`src/rtl/matrix_keypad_ctrl.sv`:
```
`default_nettype none
// ============================================================================
// Module   : matrix_keypad_ctrl
// Brief    : Row-scanned matrix keypad controller with scan-level debounce
//            and a keycode FIFO behind a two-register CPU read port.
// Revision : 1.0 - initial release
// ============================================================================
module matrix_keypad_ctrl #(
    parameter int ROWS           = 4,
    parameter int COLS           = 4,
    parameter int SCAN_DIV       = 16384,
    parameter int DEBOUNCE_SCANS = 21,
    parameter int FIFO_DEPTH     = 8
) (
    input  logic              clk,
    input  logic              rst,
    output logic [ROWS-1:0]   rowwrite,
    input  logic [COLS-1:0]   colread,
    input  logic              a0,
    input  logic              rd_en,
    output logic [15:0]       dataout
);

    localparam int DIV_W = $clog2(SCAN_DIV);
    localparam int ROW_W = $clog2(ROWS);
    localparam int COL_W = $clog2(COLS);
    localparam int PTR_W = $clog2(FIFO_DEPTH);

    localparam logic [DIV_W-1:0] c_DIV_LAST  = DIV_W'(SCAN_DIV - 1);
    localparam logic [ROW_W-1:0] c_ROW_LAST  = ROW_W'(ROWS - 1);
    localparam logic [7:0]       c_COLS8     = 8'(COLS);
    localparam logic [7:0]       c_DB_SCANS  = 8'(DEBOUNCE_SCANS);
    localparam logic [7:0]       c_FIFO_FULL = 8'(FIFO_DEPTH);

    localparam logic [1:0] c_IDLE     = 2'd0;
    localparam logic [1:0] c_DEBOUNCE = 2'd1;
    localparam logic [1:0] c_HELD     = 2'd2;
    localparam logic [1:0] c_RELEASE  = 2'd3;

    // Scanner state
    logic [DIV_W-1:0] div_q, div_d;
    logic [ROW_W-1:0] row_q, row_d;
    logic [ROWS-1:0]  rowwrite_q, rowwrite_d;
    logic             scan_hit_q, scan_hit_d;
    logic [7:0]       scan_code_q, scan_code_d;

    // Debounce state
    logic [1:0]       state_q, state_d;
    logic [7:0]       db_cnt_q, db_cnt_d;
    logic [7:0]       db_code_q, db_code_d;

    // FIFO state
    logic [7:0]       mem_q [FIFO_DEPTH];
    logic [7:0]       mem_d [FIFO_DEPTH];
    logic [PTR_W-1:0] wr_ptr_q, wr_ptr_d;
    logic [PTR_W-1:0] rd_ptr_q, rd_ptr_d;
    logic [7:0]       count_q, count_d;
    logic             ovf_q, ovf_d;

    logic             w_step;
    logic             w_last_row;
    logic             w_row_hit;
    logic [COL_W-1:0] w_row_col;
    logic [7:0]       w_row_code;
    logic             w_scan_done;
    logic             w_scan_hit;
    logic [7:0]       w_scan_code;
    logic             w_push;
    logic             w_pop;
    logic             w_ovf_clr;
    logic             w_push_ok;
    logic             w_nonempty;
    logic             w_full;

    assign w_step     = (div_q == c_DIV_LAST);
    assign w_last_row = (row_q == c_ROW_LAST);

    // Lowest-indexed active-low column wins within the driven row.
    always_comb begin
        w_row_hit = 1'b0;
        w_row_col = '0;
        for (int c = COLS - 1; c >= 0; c--) begin
            if (!colread[c]) begin
                w_row_hit = 1'b1;
                w_row_col = COL_W'(c);
            end
        end
    end

    assign w_row_code = 8'(row_q) * c_COLS8 + 8'(w_row_col);

    always_comb begin
        div_d       = div_q + 1'b1;
        row_d       = row_q;
        rowwrite_d  = rowwrite_q;
        scan_hit_d  = scan_hit_q;
        scan_code_d = scan_code_q;
        w_scan_done = 1'b0;
        w_scan_hit  = 1'b0;
        w_scan_code = scan_code_q;
        if (w_step) begin
            div_d      = '0;
            rowwrite_d = {rowwrite_q[ROWS-2:0], rowwrite_q[ROWS-1]};
            row_d      = w_last_row ? '0 : row_q + 1'b1;
            if (w_last_row) begin
                // The earliest detecting row of this scan takes precedence.
                w_scan_done = 1'b1;
                w_scan_hit  = scan_hit_q | w_row_hit;
                w_scan_code = scan_hit_q ? scan_code_q : w_row_code;
                scan_hit_d  = 1'b0;
                scan_code_d = '0;
            end else if (!scan_hit_q && w_row_hit) begin
                scan_hit_d  = 1'b1;
                scan_code_d = w_row_code;
            end
        end
    end

    always_comb begin
        state_d   = state_q;
        db_cnt_d  = db_cnt_q;
        db_code_d = db_code_q;
        w_push    = 1'b0;
        if (w_scan_done) begin
            case (state_q)
                c_IDLE: begin
                    if (w_scan_hit) begin
                        state_d   = c_DEBOUNCE;
                        db_code_d = w_scan_code;
                        db_cnt_d  = 8'd1;
                    end
                end
                c_DEBOUNCE: begin
                    if (!w_scan_hit) begin
                        state_d  = c_IDLE;
                        db_cnt_d = 8'd0;
                    end else if (w_scan_code == db_code_q) begin
                        db_cnt_d = db_cnt_q + 8'd1;
                    end else begin
                        db_code_d = w_scan_code;
                        db_cnt_d  = 8'd1;
                    end
                end
                c_HELD: begin
                    if (!w_scan_hit) begin
                        state_d  = c_RELEASE;
                        db_cnt_d = 8'd1;
                    end
                end
                c_RELEASE: begin
                    if (w_scan_hit) begin
                        state_d  = c_HELD;
                        db_cnt_d = 8'd0;
                    end else begin
                        db_cnt_d = db_cnt_q + 8'd1;
                    end
                end
                default: begin
                    state_d  = c_IDLE;
                    db_cnt_d = 8'd0;
                end
            endcase

            // Threshold applied to the updated count so a threshold of one accepts immediately.
            if (state_d == c_DEBOUNCE && db_cnt_d == c_DB_SCANS) begin
                state_d  = c_HELD;
                db_cnt_d = 8'd0;
                w_push   = 1'b1;
            end else if (state_d == c_RELEASE && db_cnt_d == c_DB_SCANS) begin
                state_d  = c_IDLE;
                db_cnt_d = 8'd0;
            end
        end
    end

    assign w_nonempty = (count_q != 8'd0);
    assign w_full     = (count_q == c_FIFO_FULL);
    assign w_pop      = rd_en && !a0 && w_nonempty;
    assign w_ovf_clr  = rd_en && a0;
    assign w_push_ok  = w_push && (!w_full || w_pop);

    always_comb begin
        mem_d    = mem_q;
        wr_ptr_d = wr_ptr_q;
        rd_ptr_d = rd_ptr_q;
        count_d  = count_q;
        ovf_d    = ovf_q;
        if (w_ovf_clr) begin
            ovf_d = 1'b0;
        end
        if (w_pop) begin
            rd_ptr_d = rd_ptr_q + 1'b1;
        end
        if (w_push_ok) begin
            mem_d[wr_ptr_q] = db_code_d;
            wr_ptr_d        = wr_ptr_q + 1'b1;
        end else if (w_push) begin
            ovf_d = 1'b1;
        end
        if (w_push_ok && !w_pop) begin
            count_d = count_q + 8'd1;
        end else if (w_pop && !w_push_ok) begin
            count_d = count_q - 8'd1;
        end
    end

    always_ff @(posedge clk) begin
        if (rst) begin
            div_q       <= '0;
            row_q       <= '0;
            rowwrite_q  <= {{(ROWS-1){1'b1}}, 1'b0};
            scan_hit_q  <= 1'b0;
            scan_code_q <= '0;
            state_q     <= c_IDLE;
            db_cnt_q    <= 8'd0;
            db_code_q   <= 8'd0;
            wr_ptr_q    <= '0;
            rd_ptr_q    <= '0;
            count_q     <= 8'd0;
            ovf_q       <= 1'b0;
        end else begin
            div_q       <= div_d;
            row_q       <= row_d;
            rowwrite_q  <= rowwrite_d;
            scan_hit_q  <= scan_hit_d;
            scan_code_q <= scan_code_d;
            state_q     <= state_d;
            db_cnt_q    <= db_cnt_d;
            db_code_q   <= db_code_d;
            wr_ptr_q    <= wr_ptr_d;
            rd_ptr_q    <= rd_ptr_d;
            count_q     <= count_d;
            ovf_q       <= ovf_d;
        end
    end

    // Storage contents are only observed through count, so they need no reset.
    always_ff @(posedge clk) begin
        mem_q <= mem_d;
    end

    assign rowwrite = rowwrite_q;
    assign dataout  = a0         ? {count_q, 5'b00000, w_nonempty, w_full, ovf_q} :
                      w_nonempty ? {8'h00, mem_q[rd_ptr_q]} : 16'h00FF;

endmodule
`default_nettype wire
```
`config.mk`:
```
export PLATFORM = sky130hd
export DESIGN_NAME = matrix_keypad_ctrl
export DESIGN_NICKNAME = d
export VERILOG_FILES = /design/src/rtl/matrix_keypad_ctrl.sv
export SDC_FILE = /design/constraint.sdc
export NUM_CORES = 1
export LEC_CHECK = 0
export BUFFER_PORTS_ARGS = -buffer_cell sky130_fd_sc_hd__buf_2
export CAP_MARGIN = 10
export CORE_MARGIN = 4
export CORE_UTILIZATION = 40
export CTS_BUF_LIST = sky130_fd_sc_hd__clkbuf_16
export CTS_CLUSTER_DIAMETER = 200
export CTS_CLUSTER_SIZE = 28
export DETAILED_ROUTE_END_ITERATION = 10
export GPL_ROUTABILITY_DRIVEN = 0
export PLACE_DENSITY = 0.64
export SLEW_MARGIN = 0
export SYNTH_ARGS = -nofsm -noshare
export SYNTH_HDL_FRONTEND = slang
export SYNTH_SLANG_ARGS = --single-unit
```
`constraint.sdc`:
```
create_clock -name clk -period 10.4 [get_ports clk]
set_input_delay 0.52 -clock clk [delete_from_list [all_inputs] [get_ports clk]]
set_output_delay 0.52 -clock clk [all_outputs]
set_load 0.01 [all_outputs]
```
# Yosys cells after proc, flatten, opt, wreduce, memory -nomap -nowiden
# Cells that the tools add are included.
# totals
ff_bits	126
inputBits	8
wordCells	123
# classes
n_addsub	8
n_lt_le_gt_ge	3
n_eq_ne	10
reduce_logical	22
mux	57
n_bitwise	3
# op_table
operator	n
8-bit 2-to-1 mux	23
64-bit bitwise mux	1
8-bit one-hot mux with 4 select lines	1
8-bit binary-select mux with 3-bit select	1
8-bit demux with 3-bit select	1
2-bit 2-to-1 mux	12
8-bit by 1-bit adder with 8-bit output (second input constant)	2
16-bit 2-to-1 mux	1
8-bit one-hot mux with 2 select lines	1
1-bit 2-to-1 mux	15
14-bit by 1-bit adder with 14-bit output (second input constant)	1
14-bit == test (second input constant)	1
1-bit logical AND	10
2-bit == test (second input constant)	4
8-bit by 4-bit == test with 1-bit output (second input constant)	1
8-bit by 5-bit == test with 1-bit output (second input constant)	1
8-bit == test	1
4-bit >= comparator (second input constant)	2
3-bit inverter with 4-bit output	2
2-bit one-hot mux with 4 select lines	1
8-bit nonzero test	1
8-bit by 1-bit subtractor with 8-bit output (second input constant)	1
3-bit by 1-bit adder with 3-bit output (second input constant)	2
4-bit by 2-bit adder with 5-bit output	1
10 further kinds	16

# Depth between registers and ports, before layout
# Gate-level depths: netlist of the first run.
# depth
depth_word	22
ltp_mapped	20
ltp_nobuf	19

# Least setup slack after synthesis of the first run
# OpenSTA, ideal clock, no wires.
# synth_timing
path_type	reg2reg
from	register div_q[0]
to	register count_q[7]
synth_period_minus_slack_ns	4.111
stages_incl_launch_ff	20
arrival_ns	4.040
setup_slack_ns	6.289
path_cell_list	dfxtp_1 -> ha_1 -> nand4_2 -> nor4_4 -> mux2i_1 -> nand2_2 -> o2111ai_1 -> or3b_4 -> nor2_1 -> ha_1 -> inv_1 -> ha_1 -> a21o_1 -> a21o_1 -> a21oi_1 -> nand2b_1 -> a21oi_1 -> xnor2_1 -> or3_1 -> a21oi_1
# synth_between
elab_chain_cells	15
elab_cells_between_ends	29
classes_between	eq/ne: 4; mux: 19; reduce/logical: 6
# synth_rtl
element	line_no	text
start, declared	41	logic [DIV_W-1:0] div_q, div_d;
start signal, assigned	222	div_q <= div_d;
14-bit == test (*)	75	assign w_step = (div_q == c_DIV_LAST);
8-bit 2-to-1 mux	101	if (w_step) begin
8-bit == test	137	end else if (w_scan_code == db_code_q) begin
8-bit 2-to-1 mux	137	
8-bit 2-to-1 mux	134	if (!w_scan_hit) begin
8-bit one-hot mux with 4 select lines	125	case (state_q)
8-bit 2-to-1 mux	124	if (w_scan_done) begin
8-bit by 5-bit == test with 1-bit output	165	if (state_d == c_DEBOUNCE && db_cnt_d == c_DB_SCANS) begin
1-bit logical AND	165	
1-bit 2-to-1 mux	165	
1-bit 2-to-1 mux (*)	124	
1-bit logical AND (*)	180	assign w_push_ok = w_push && (!w_full || w_pop);
named net w_push_ok	71	logic w_push_ok;
1-bit logical NOT	202	end else if (w_pop && !w_push_ok) begin
1-bit logical AND	202	
2-bit nonzero test (no line)	--	
end signal, assigned	232	count_q <= count_d;
end, declared	57	logic [7:0] count_q, count_d;
# The timed path passes the listed nets; every way through them passes the cells marked *. The select of a mux whose other input is x is not followed.
# A chain may end at the register's enable or synchronous reset.

# Final worst setup path of the first run
# layout_timing
from	register row_q[0]
to	register count_q[7]
# layout_between
elab_chain_cells	17
elab_cells_between_ends	34
classes_between	add/sub: 1; eq/ne: 4; mux: 23; reduce/logical: 6
# layout_rtl
element	line_no	text
start, declared	42	logic [ROW_W-1:0] row_q, row_d;
start signal, assigned	223	row_q <= row_d;
4-bit by 2-bit adder with 5-bit output	90	assign w_row_code = 8'(row_q) * c_COLS8 + 8'(w_row_col);
8-bit 2-to-1 mux	109	w_scan_code = scan_hit_q ? scan_code_q : w_row_code;
8-bit 2-to-1 mux	105	if (w_last_row) begin
8-bit 2-to-1 mux	101	
8-bit == test	137	
8-bit 2-to-1 mux	137	
8-bit 2-to-1 mux	134	
8-bit one-hot mux with 4 select lines	125	
(+2 left out)	--	
1-bit logical AND	165	
1-bit 2-to-1 mux	165	
1-bit 2-to-1 mux (*)	124	
1-bit logical AND (*)	180	
named net w_push_ok	71	
1-bit logical NOT	202	
1-bit logical AND	202	
2-bit nonzero test (no line)	--	
# Marked as above.

==> run metrics, run 1 <==
Port Buf Inserts 27; WL/cell between 15 and 20 um; CTS tree done; H-tree level count 4; Reg clk slew, reported paths around 0.060 ns; final setup fails 0; total power between 1 and 1.5 mW; element type at the critical path end flip-flop; Tmin final 5.16 ns; WP data arrival 5.50 ns; Logic pwr share 21.9%; Worst-Skew Late Latency 0.42 ns; Inserted Diodes 0; status completed; post-synth net total 557; Filler Cell Count 1,308; Tcrit/Tclk final roughly 50%; CTS buffer count 17; Synth Area per Inst 11.2 sq um; initial antenna violation count 0; nets@finish 580; FF+latch count, synth between 100 and 150; Startpoint Class flip-flop; io pins 28; Final Skew 0.00850 ns; Req. time, crit path 10.74 ns; slew of the pin with the lowest slew margin 0.913 ns; Cells after Synth 533; P&R area growth vs syn 14.4%; Hold-fix buffers, CTS 0; CTS root buffer clkbuf_16; VDD IR max 0.120 mV; Clock Sinks 122; ratio of cells with drive above 1 in the final layout 16.3%; RSZ-0062 raised after global routing no; commonest non-fill, non-tap cell in the layout edfxtp_1; post-CTS sizing 0; DRT iter0 DRCs 341; max-capacitance violation count 0; synth warn 0; CP max stage cell a2111oi_0; Die W 130 um; Post-synth EDFFs 64; Net Switching 0.426 mW; postcts setup bufs 0; GRT Overall Usage 15.9%; Power Dens Cells 212 nW/um^2; vias in the first global route 4,074; crit path cell chain ha_1 > and3_1 > nand4_2 > a2111oi_0 > o211a_2 > a41oi_4 > or3b_4 > nor2_1 > ha_1 > inv_1 > ha_1 > a21o_1 > a21o_1 > a21oi_1 > nand2b_1 > a21oi_1 > xnor2_1 > or3_1 > a21oi_1; first-pass GRT wire length 20,900 um; total grt overflow 0; Mapped Area between 5000 and 6000 sq um; Clk pwr share 40.4%; setup TNS 0 ns; Synth Flop Type edfxtp_1; First-pass DRT Iterations 5; Fmax around 190 MHz; Yosys top cell by area edfxtp_1; Final Hold Viols 0; maximum fanout along the worst path 20; Rel. slew slack 38.9%; Detail Route Antenna Nets 0; Largest stage delay, worst path 0.52 ns; CTS max path bufs 2; switch share around 29%; Die Area 17,000 sq um; async set-reset flop share out of synthesis 0%; pin count of the biggest net entering global routing 38; internal power 1.03 mW; DIE HEIGHT 130 um; hold_ws 0.420 ns; # rows 44; Post-DP HPWL 8670 um; Via-to-Cell Ratio 5.60; unique cell type count in the Yosys netlist 71; sequential fraction of the synthesis area 51.5%; part of the power in registers 37.7%; P_leak 2.35 nW; dominant cells by area after synthesis edfxtp_1 32%, dfxtp_1 19%, mux4_2 6.0%; Initial Util 41.0%; Worst Hold Class in2reg; Via Count 4,219; Residual DRC 0; Final Non-Filler Cells approximately 750; share of the synthesized area in the top cell type between 30% and 40%; most frequent cells in the layout 64 x edfxtp_1, 62 x nor2_1, 58 x dfxtp_1, 35 x a21oi_1, 29 x nand2_1; drt total wl 12,700 um; Slew Limit Fails 0; post-placement cell count between 700 and 800; critical path type reg2reg; core area 14,600 sq um
-- layer usage --
| metal | part of all wire (%) | up-vias | GRT usage (%) |
|---|---|---|---|
| li1 | - | 2041 | - |
| met1 | 47 | 2053 | 20.8 |
| met2 | 47 | 101 | 25.1 |
| met3 | 4.4 | 24 | 4.50 |
| met4 | 1.8 | 0 | 6.35 |
| met5 | 0 | - | 0 |
-- sequential cells by signal (all words and copies together), names as in the netlist --
| name | cells |
|---|---|
| state_q | 2 |
| wr_ptr_q | 3 |
| rowwrite | 4 |
| rd_ptr_q | 3 |
| row_q | 2 |
| db_code_q | 8 |
| div_q | 14 |
| count_q | 8 |
| scan_hit_q | 1 |
| mem_q | 64 |
| scan_code_q | 4 |
| db_cnt_q | 8 |
| ovf_q | 1 |
-- cell type report --
type | count | area [sq um] | share of cell area [%]
clock buffer | 17 | 425 | 6.21
clock inverter | 15 | 163 | 2.37
inverter | 12 | 45.0 | 0.657
multi-input combinational | 374 | 2760 | 40.2
sequential | 122 | 3080 | 45.0
tap | 184 | 230 | 3.36
timing repair buffer | 29 | 150 | 2.19
-- critical path, delay by kind of cell, from the launching register on --
family,cells,cell delay (ns)
xor gates and xnor gates,1,0.14
and+or+nand+nor,6,1.76
buffers and inverters,1,0.16
AOI/OAI and AO/OA,8,1.80
adders and majority gates,3,0.76
DFF,1,0.46
-- logic make-up after synthesis --
logic type | synth area share [%]
and+or+nand+nor | 17.7
muxes | 9.53
DFF | 51.5
xor gates and xnor gates | 4.53
AOI/OAI and AO/OA | 10.8
adders and majority gates | 3.47
buffers and inverters | 2.51
-- worst paths after layout --
kind	slack, ns	endpoint	start	depth (start not counted)
worst max-delay path	5.24	count_q[7]$_SDFFE_PP0P_	row_q[0]$_SDFFE_PP0N_	19
worst min-delay path	0.42	rd_ptr_q[1]$_SDFFE_PP0P_	rd_en	3
worst max register to register	5.24	count_q[7]$_SDFFE_PP0P_	row_q[0]$_SDFFE_PP0N_	19
worst min register to register	0.47	div_q[0]$_SDFF_PP0_	div_q[0]$_SDFF_PP0_	1
-- power groups by stage --
stage	Combinational (mW)	Clock, mW	Sequential [mW]
after detailed placement	0.321	0	0.557
after global routing	0.364	0.624	0.550
after floorplan	0.257	0	0.546
after CTS	0.322	0.599	0.547
final	0.318	0.586	0.546
after global placement	0.316	0	0.556
-- synthesized netlist by cell type (all sizes together), types with 4 or more instances --
cell type	n
edfxtp	64
nor2	62
dfxtp	58
a21oi	37
nand2	30
mux2i	21
clkbuf	18
and2	17
mux4	16
nand3	16
xor2	16
ha	15
xnor2	15
nor3	13
o21ai	13
inv	12
and3	11
nand4	8
and4	7
buf	7
nor2b	7
nand2b	5
a2111oi	4
or4	4
-- through the flow --
step | setup slack [ns] | cell area (sq um) | utilization, %
after floorplan | 6.29 | 5990 | -
after global placement | 5.43 | 6260 | 42.9
after detailed placement | 5.27 | 6260 | 42.9
after CTS | 5.25 | 6850 | 47.0
after global routing | 4.78 | 6850 | 47.0
final | 5.24 | 6850 | 47.0
No activity file was read; power rests on OpenSTA's default activity.
==> run 2, diff against run 1 <==
==> constraint.sdc (replaced) <==
create_clock -name clk -period 5.1 [get_ports clk]
set_input_delay 0.255 -clock clk [delete_from_list [all_inputs] [get_ports clk]]
set_output_delay 0.255 -clock clk [all_outputs]
set_load 0.01 [all_outputs]
==> run 2 against run 1 <==
Net effect: sequential share of layout area fell by 0.42 points; wire length shrank 0.19%; via count fell by 1.0%; sequential power rose by 100%; register-to-register slack lost 4.8 ns; non-clock buffer count is 4 higher; cell area is 0.95% higher.
==> run metrics, run 2 (synthesis results as in run 1) <==
ratio of cells with drive above 1 in the final layout 16.6%; Via-to-Cell Ratio 5.52; CP Buf/Inv Count 1; P&R area growth vs syn 15.5%; commonest non-fill, non-tap cell in the layout edfxtp_1; RR Startpoint row_q[0]$_SDFFE_PP0N_; DIE HEIGHT 130 um; io pins 28; CTS buffer count 17; Largest stage delay, worst path 0.45 ns; nets@finish 584; Die W 130 um; pin count of the biggest net entering global routing 38; Residual DRC 0; Power Dens Cells between 400 and 500 nW/um^2; RSZ-0062 raised after global routing no; Worst Hold Class in2reg; post-placement cell count 725; Final Non-Filler Cells 757; Worst-Skew Late Latency 0.42 ns; Slew Limit Fails 0; DRT iter0 DRCs just over 300; P_leak 2.39 nW; fin worst setup slack a little over 0.4 ns; Worst R2R Setup Slack 0.42 ns; largest registers mem_q (64), div_q (14); Design Area, Final 6920 sq um; final setup fails 0; critical path type reg2reg; WP data arrival 5.03 ns; max-capacitance violation count 0; Tmin final 4.68 ns; # rows between 40 and 50; CTS max path bufs 2; Startpoint Class flip-flop; element type at the critical path end flip-flop; Worst Setup SP row_q[0]$_SDFFE_PP0N_; capture point of the worst path count_q[7]$_SDFFE_PP0P_; post-place setup slack ~0.37 ns; Final Hold Viols 0; total power between 3 and 4 mW; R2R depth 19; placed instance area 6290 sq um; Via Count 4,177; VDD IR max roughly 0.29 mV; Final Skew 0.00763 ns; CP max stage cell dfxtp_1; Largest register FFs 64; First-pass DRT Iterations 4; crit path cell chain ha_1 > and3_1 > and4_2 > nand2_1 > and4_1 > a311o_1 > o211ai_1 > nor2_1 > ha_1 > inv_1 > ha_1 > a21o_1 > a21o_1 > a21oi_1 > nand2b_1 > a21oi_1 > xnor2_1 > or3_1 > a21oi_1; drt total wl 12,600 um; postcts setup bufs 0; Rel. slew slack 39.5%; Detail Route Antenna Nets 0; Hold-fix buffers, CTS 0; maximum fanout along the worst path 11; first-pass GRT wire length 20,800 um; initial antenna violation count 0; top cell family by delay on the critical path simple AND/OR/NAND/NOR gates; Die Area 17,000 sq um; core area 14,600 sq um; Reg clk slew, reported paths around 0.060 ns; Inserted Diodes 0; CTS root buffer clkbuf_16; Tcrit/Tclk final 91.9%; GRT Overall Usage between 10% and 20%; Initial Util 41.0%; H-tree level count 4; vias in the first global route around 4,000; Post-DP HPWL 8700 um; most frequent cells in the layout 64 x edfxtp_1, 62 x nor2_1, 58 x dfxtp_1, 35 x a21oi_1, 29 x nand2_1; CTS tree done; slew of the pin with the lowest slew margin 0.905 ns; Fmax 213 MHz; Req. time, crit path ~5.4 ns; total grt overflow 0; Worst path depth 19; FF-to-FF End count_q[7]$_SDFFE_PP0P_; status completed; Port Buf Inserts 27; Clock Sinks 122; setup TNS 0 ns; WL/cell 16.7 um; Largest Register mem_q
run 2: cell count changes in the layout (fill, tap and decap cells not counted), sizes merged:
cell / before / now
clkinv: 3 / 5
bufinv: 2 / 4
inv: 20 / 17
buf: 29 / 33
clkinvlp: 2 / 1
run 2: routing by layer:
metal  wire [um]  share of wire (%)  global-route usage (%)  vias to the layer above
li1            -                  -                       -                     2053
met1        5920                 47                    21.1                     2021
met2        5990                 47                    24.9                       88
met3         557                4.4                    4.26                       15
met4         178                1.4                    6.35                        0
met5           0                  0                       0                        -
run 2: worst min-delay path by stage:
stage / startpoint / cells after the start / slack (ns) / endpoint
after floorplan: rd_en / 2 / 0.41 / rd_ptr_q[1]$_SDFFE_PP0P_
after global routing: rd_en / 3 / 0.15 / rd_ptr_q[1]$_SDFFE_PP0P_
after CTS: rd_en / 3 / 0.13 / rd_ptr_q[1]$_SDFFE_PP0P_
after global placement: div_q[0]$_SDFF_PP0_ / 1 / 0.45 / div_q[0]$_SDFF_PP0_
after detailed placement: div_q[0]$_SDFF_PP0_ / 1 / 0.46 / div_q[0]$_SDFF_PP0_
final: rd_en / 3 / 0.16 / rd_ptr_q[1]$_SDFFE_PP0P_
run 2: final cells by class:
cell class,count,area [sq um]
Tap cell,184,230
Timing Repair Buffer,33,180
Clock inverter,15,196
Inverter,12,45.0
Sequential cell,122,3080
Fill cell,1304,7670
Multi-Input combinational cell,374,2760
Clock buffer,17,425
run 2: through the flow:
step	utilization, %	hold slack (ns)
5_1_grt	47.4	0.152
3_5_place_dp	43.1	0.455
6_report	47.4	0.161
4_1_cts	47.4	0.131
2_1_floorplan	-	0.415
3_3_place_gp	43.1	0.446
run 2: what timing repair did:
action | in CTS | in global routing
hold endpoints to repair | 0 | 0
setup endpoints to repair | 0 | 1
resized for setup | 0 | 1
run 2: power by group:
part           internal (mW)  switching, mW  leakage, nW
registers               1.06         0.0513        0.909
clock network          0.818          0.450        0.305
logic                  0.299          0.351         1.17
total                   2.18          0.853         2.39
run 2: tightest hold or removal path, cell delays in order:
cell and delay, ns:
buf_2 0.14, nand3_1 0.08, a21oi_1 0.05
==> run 3, diff against run 2 <==
--- a/config.mk
+++ b/config.mk
@@ -8,13 +8,13 @@
 export BUFFER_PORTS_ARGS = -buffer_cell sky130_fd_sc_hd__buf_2
 export CAP_MARGIN = 10
 export CORE_MARGIN = 4
-export CORE_UTILIZATION = 40
+export CORE_UTILIZATION = 60
 export CTS_BUF_LIST = sky130_fd_sc_hd__clkbuf_16
 export CTS_CLUSTER_DIAMETER = 200
 export CTS_CLUSTER_SIZE = 28
 export DETAILED_ROUTE_END_ITERATION = 10
 export GPL_ROUTABILITY_DRIVEN = 0
-export PLACE_DENSITY = 0.64
+export PLACE_DENSITY = 0.86
 export SLEW_MARGIN = 0
 export SYNTH_ARGS = -nofsm -noshare
 export SYNTH_HDL_FRONTEND = slang
==> run 3 against run 2 <==
Net effect: cell area decreased by 1.4%; worst setup slack worse by 0.12 ns; critical path depth rose by 1; maximum frequency decreased by 2.6%; wire length rose by 10%; critical path type unchanged.
==> run metrics, run 3 (synthesis results as in run 1) <==
CTS root buffer clkbuf_16; Largest register FFs 64; initial antenna violation count 0; Largest Register mem_q; Tmin final 4.81 ns; Port Buf Inserts 27; Startpoint Class flip-flop; core area 9730 sq um; Die W ~110 um; largest registers mem_q (64), div_q (14); DIE HEIGHT approximately 110 um; P&R area growth vs syn 13.9%; FF-to-FF End count_q[7]$_SDFFE_PP0P_; Req. time, crit path 5.43 ns; status completed; pin count of the biggest net entering global routing 38; Largest stage delay, worst path around 0.45 ns; Worst path depth 20; ratio of cells with drive above 1 in the final layout 17.0%; Post-DP HPWL between 8000 and 9000 um; RSZ-0062 raised after global routing no; drt total wl 13,900 um; Clock Sinks 122; Residual DRC 0; CTS max path bufs 2; Worst Setup SP row_q[0]$_SDFFE_PP0N_; Via-to-Cell Ratio 6.39; CP max stage cell dfxtp_1; final setup fails 0; Rel. slew slack 36.9%; Worst Hold Class in2reg; Hold Crit Depth 3; Slew Limit Fails 0; capture point of the worst path count_q[7]$_SDFFE_PP0P_; top cell family by delay on the critical path simple AND/OR/NAND/NOR gates; commonest non-fill, non-tap cell in the layout edfxtp_1; WL/cell 19.6 um; element type at the critical path end flip-flop; DRT iter0 DRCs between 400 and 500; GRT Overall Usage between 20% and 30%; hold_ws roughly 0.24 ns; Via Count approximately 4,500; Tcrit/Tclk final 94.3%; Inserted Diodes 0; # rows 36; Initial Util 61.5%; setup TNS 0 ns; VDD IR max 0.297 mV; crit path cell chain ha_1 > nand4b_1 > nor4_4 > buf_4 > nor4_1 > o211a_2 > o2111ai_1 > or3b_4 > nor2_1 > ha_1 > inv_1 > ha_1 > a21o_1 > a21o_1 > a21oi_1 > nand2b_1 > a21oi_1 > xnor2_1 > or3_1 > a21oi_1; Worst-Skew Late Latency 0.41 ns; vias in the first global route 4,444; First-pass DRT Iterations 5; P_leak 2.38 nW; most frequent cells in the layout 64 x edfxtp_1, 62 x nor2_1, 58 x dfxtp_1, 35 x a21oi_1, 29 x nand2_1; CP Buf/Inv Count 2; Reg clk slew, reported paths roughly 0.05 ns; total grt overflow 0; Hold-fix buffers, CTS 0; critical path type reg2reg; Worst R2R Setup Slack 0.29 ns; Die Area between 10,000 and 15,000 sq um; Final Hold Viols 0; RR Startpoint row_q[0]$_SDFFE_PP0N_; first-pass GRT wire length 22,600 um; CTS tree done; nets@finish 588; io pins 28; Fmax 208 MHz; Filler Cell Count 640; Detail Route Antenna Nets 0; Final Skew 0.00966 ns; slew of the pin with the lowest slew margin 0.943 ns; WP data arrival 5.13 ns; Power Dens Cells 429 nW/um^2; R2R depth 20; maximum fanout along the worst path 9; CTS buffer count 17; H-tree level count 4; max-capacitance violation count 0
==> run 3: changes by cell type in the layout (fill, tap and decap cells not counted), moves of 2 or more <==
cell / previous run / this run
clkinv_1: 2 / 0
buf_4: 6 / 10
clkinv_2: 1 / 3
clkinvlp_4: 1 / 3
inv_1: 13 / 15
bufinv_16: 4 / 2
inv_6: 4 / 1
==> run 3: layer usage <==
| layer | routed length, um | GRT usage, % |
|---|---|---|
| met4 | 435 | 12.4 |
| met2 | 7070 | 44.0 |
| met5 | 0 | 0 |
| met3 | 1060 | 6.18 |
| met1 | 5370 | 29.9 |
==> run 3: stage by stage <==
stage                     instance area [sq um]  worst slack, ns  power (mW)  utilization [%]  instances
after global placement                     6220            0.570        1.76             64.0        673
after detailed placement                   6220            0.295        1.79             64.0        673
final                                      6820            0.292        2.93             70.1        709
after CTS                                  6780            0.164        2.93             69.7        704
after global routing                       6820           0.0388        3.07             70.1        709
after floorplan                            5990            0.989        1.64                -        533
==> run 3: area by class of cell <==
class | count | area, sq um | area share, %
Sequential cell | 122 | 3080 | 45.2
Multi-Input combinational cell | 374 | 2760 | 40.4
Clock buffer | 17 | 425 | 6.24
Timing Repair Buffer | 37 | 210 | 3.08
Tap cell | 133 | 166 | 2.44
Clock inverter | 14 | 135 | 1.98
Inverter | 12 | 45.0 | 0.660
==> run 3: report_power, final <==
| part | internal (mW) | switching [mW] | leakage (nW) |
|---|---|---|---|
| clock | 0.709 | 0.426 | 0.279 |
| combinational | 0.302 | 0.375 | 1.19 |
| sequential | 1.06 | 0.0510 | 0.909 |
| total | 2.07 | 0.851 | 2.38 |
==> run 3: how the worst min path moves through the flow <==
stage	from	slack, ns	endpoint
6_report	rd_en	0.24	rd_ptr_q[1]$_SDFFE_PP0P_
5_1_grt	rd_en	0.24	rd_ptr_q[1]$_SDFFE_PP0P_
4_1_cts	rd_en	0.21	rd_ptr_q[1]$_SDFFE_PP0P_
3_5_place_dp	div_q[0]$_SDFF_PP0_	0.46	div_q[0]$_SDFF_PP0_
3_3_place_gp	div_q[0]$_SDFF_PP0_	0.44	div_q[0]$_SDFF_PP0_
2_1_floorplan	rd_en	0.41	rd_ptr_q[1]$_SDFFE_PP0P_
==> run 3: tightest hold or removal path: cells and delay by family <==
family | cells | cell delay [ns]
AOI/OAI and AO/OA | 1 | 0.08
buffers and inverters | 1 | 0.14
and+or+nand+nor | 1 | 0.11
==> run 3: repair_timing <==
action / 4_1_cts / 5_1_grt
setup buffers: 0 / 5
endpoints found under the setup margin: 0 / 3
resized for setup: 0 / 2
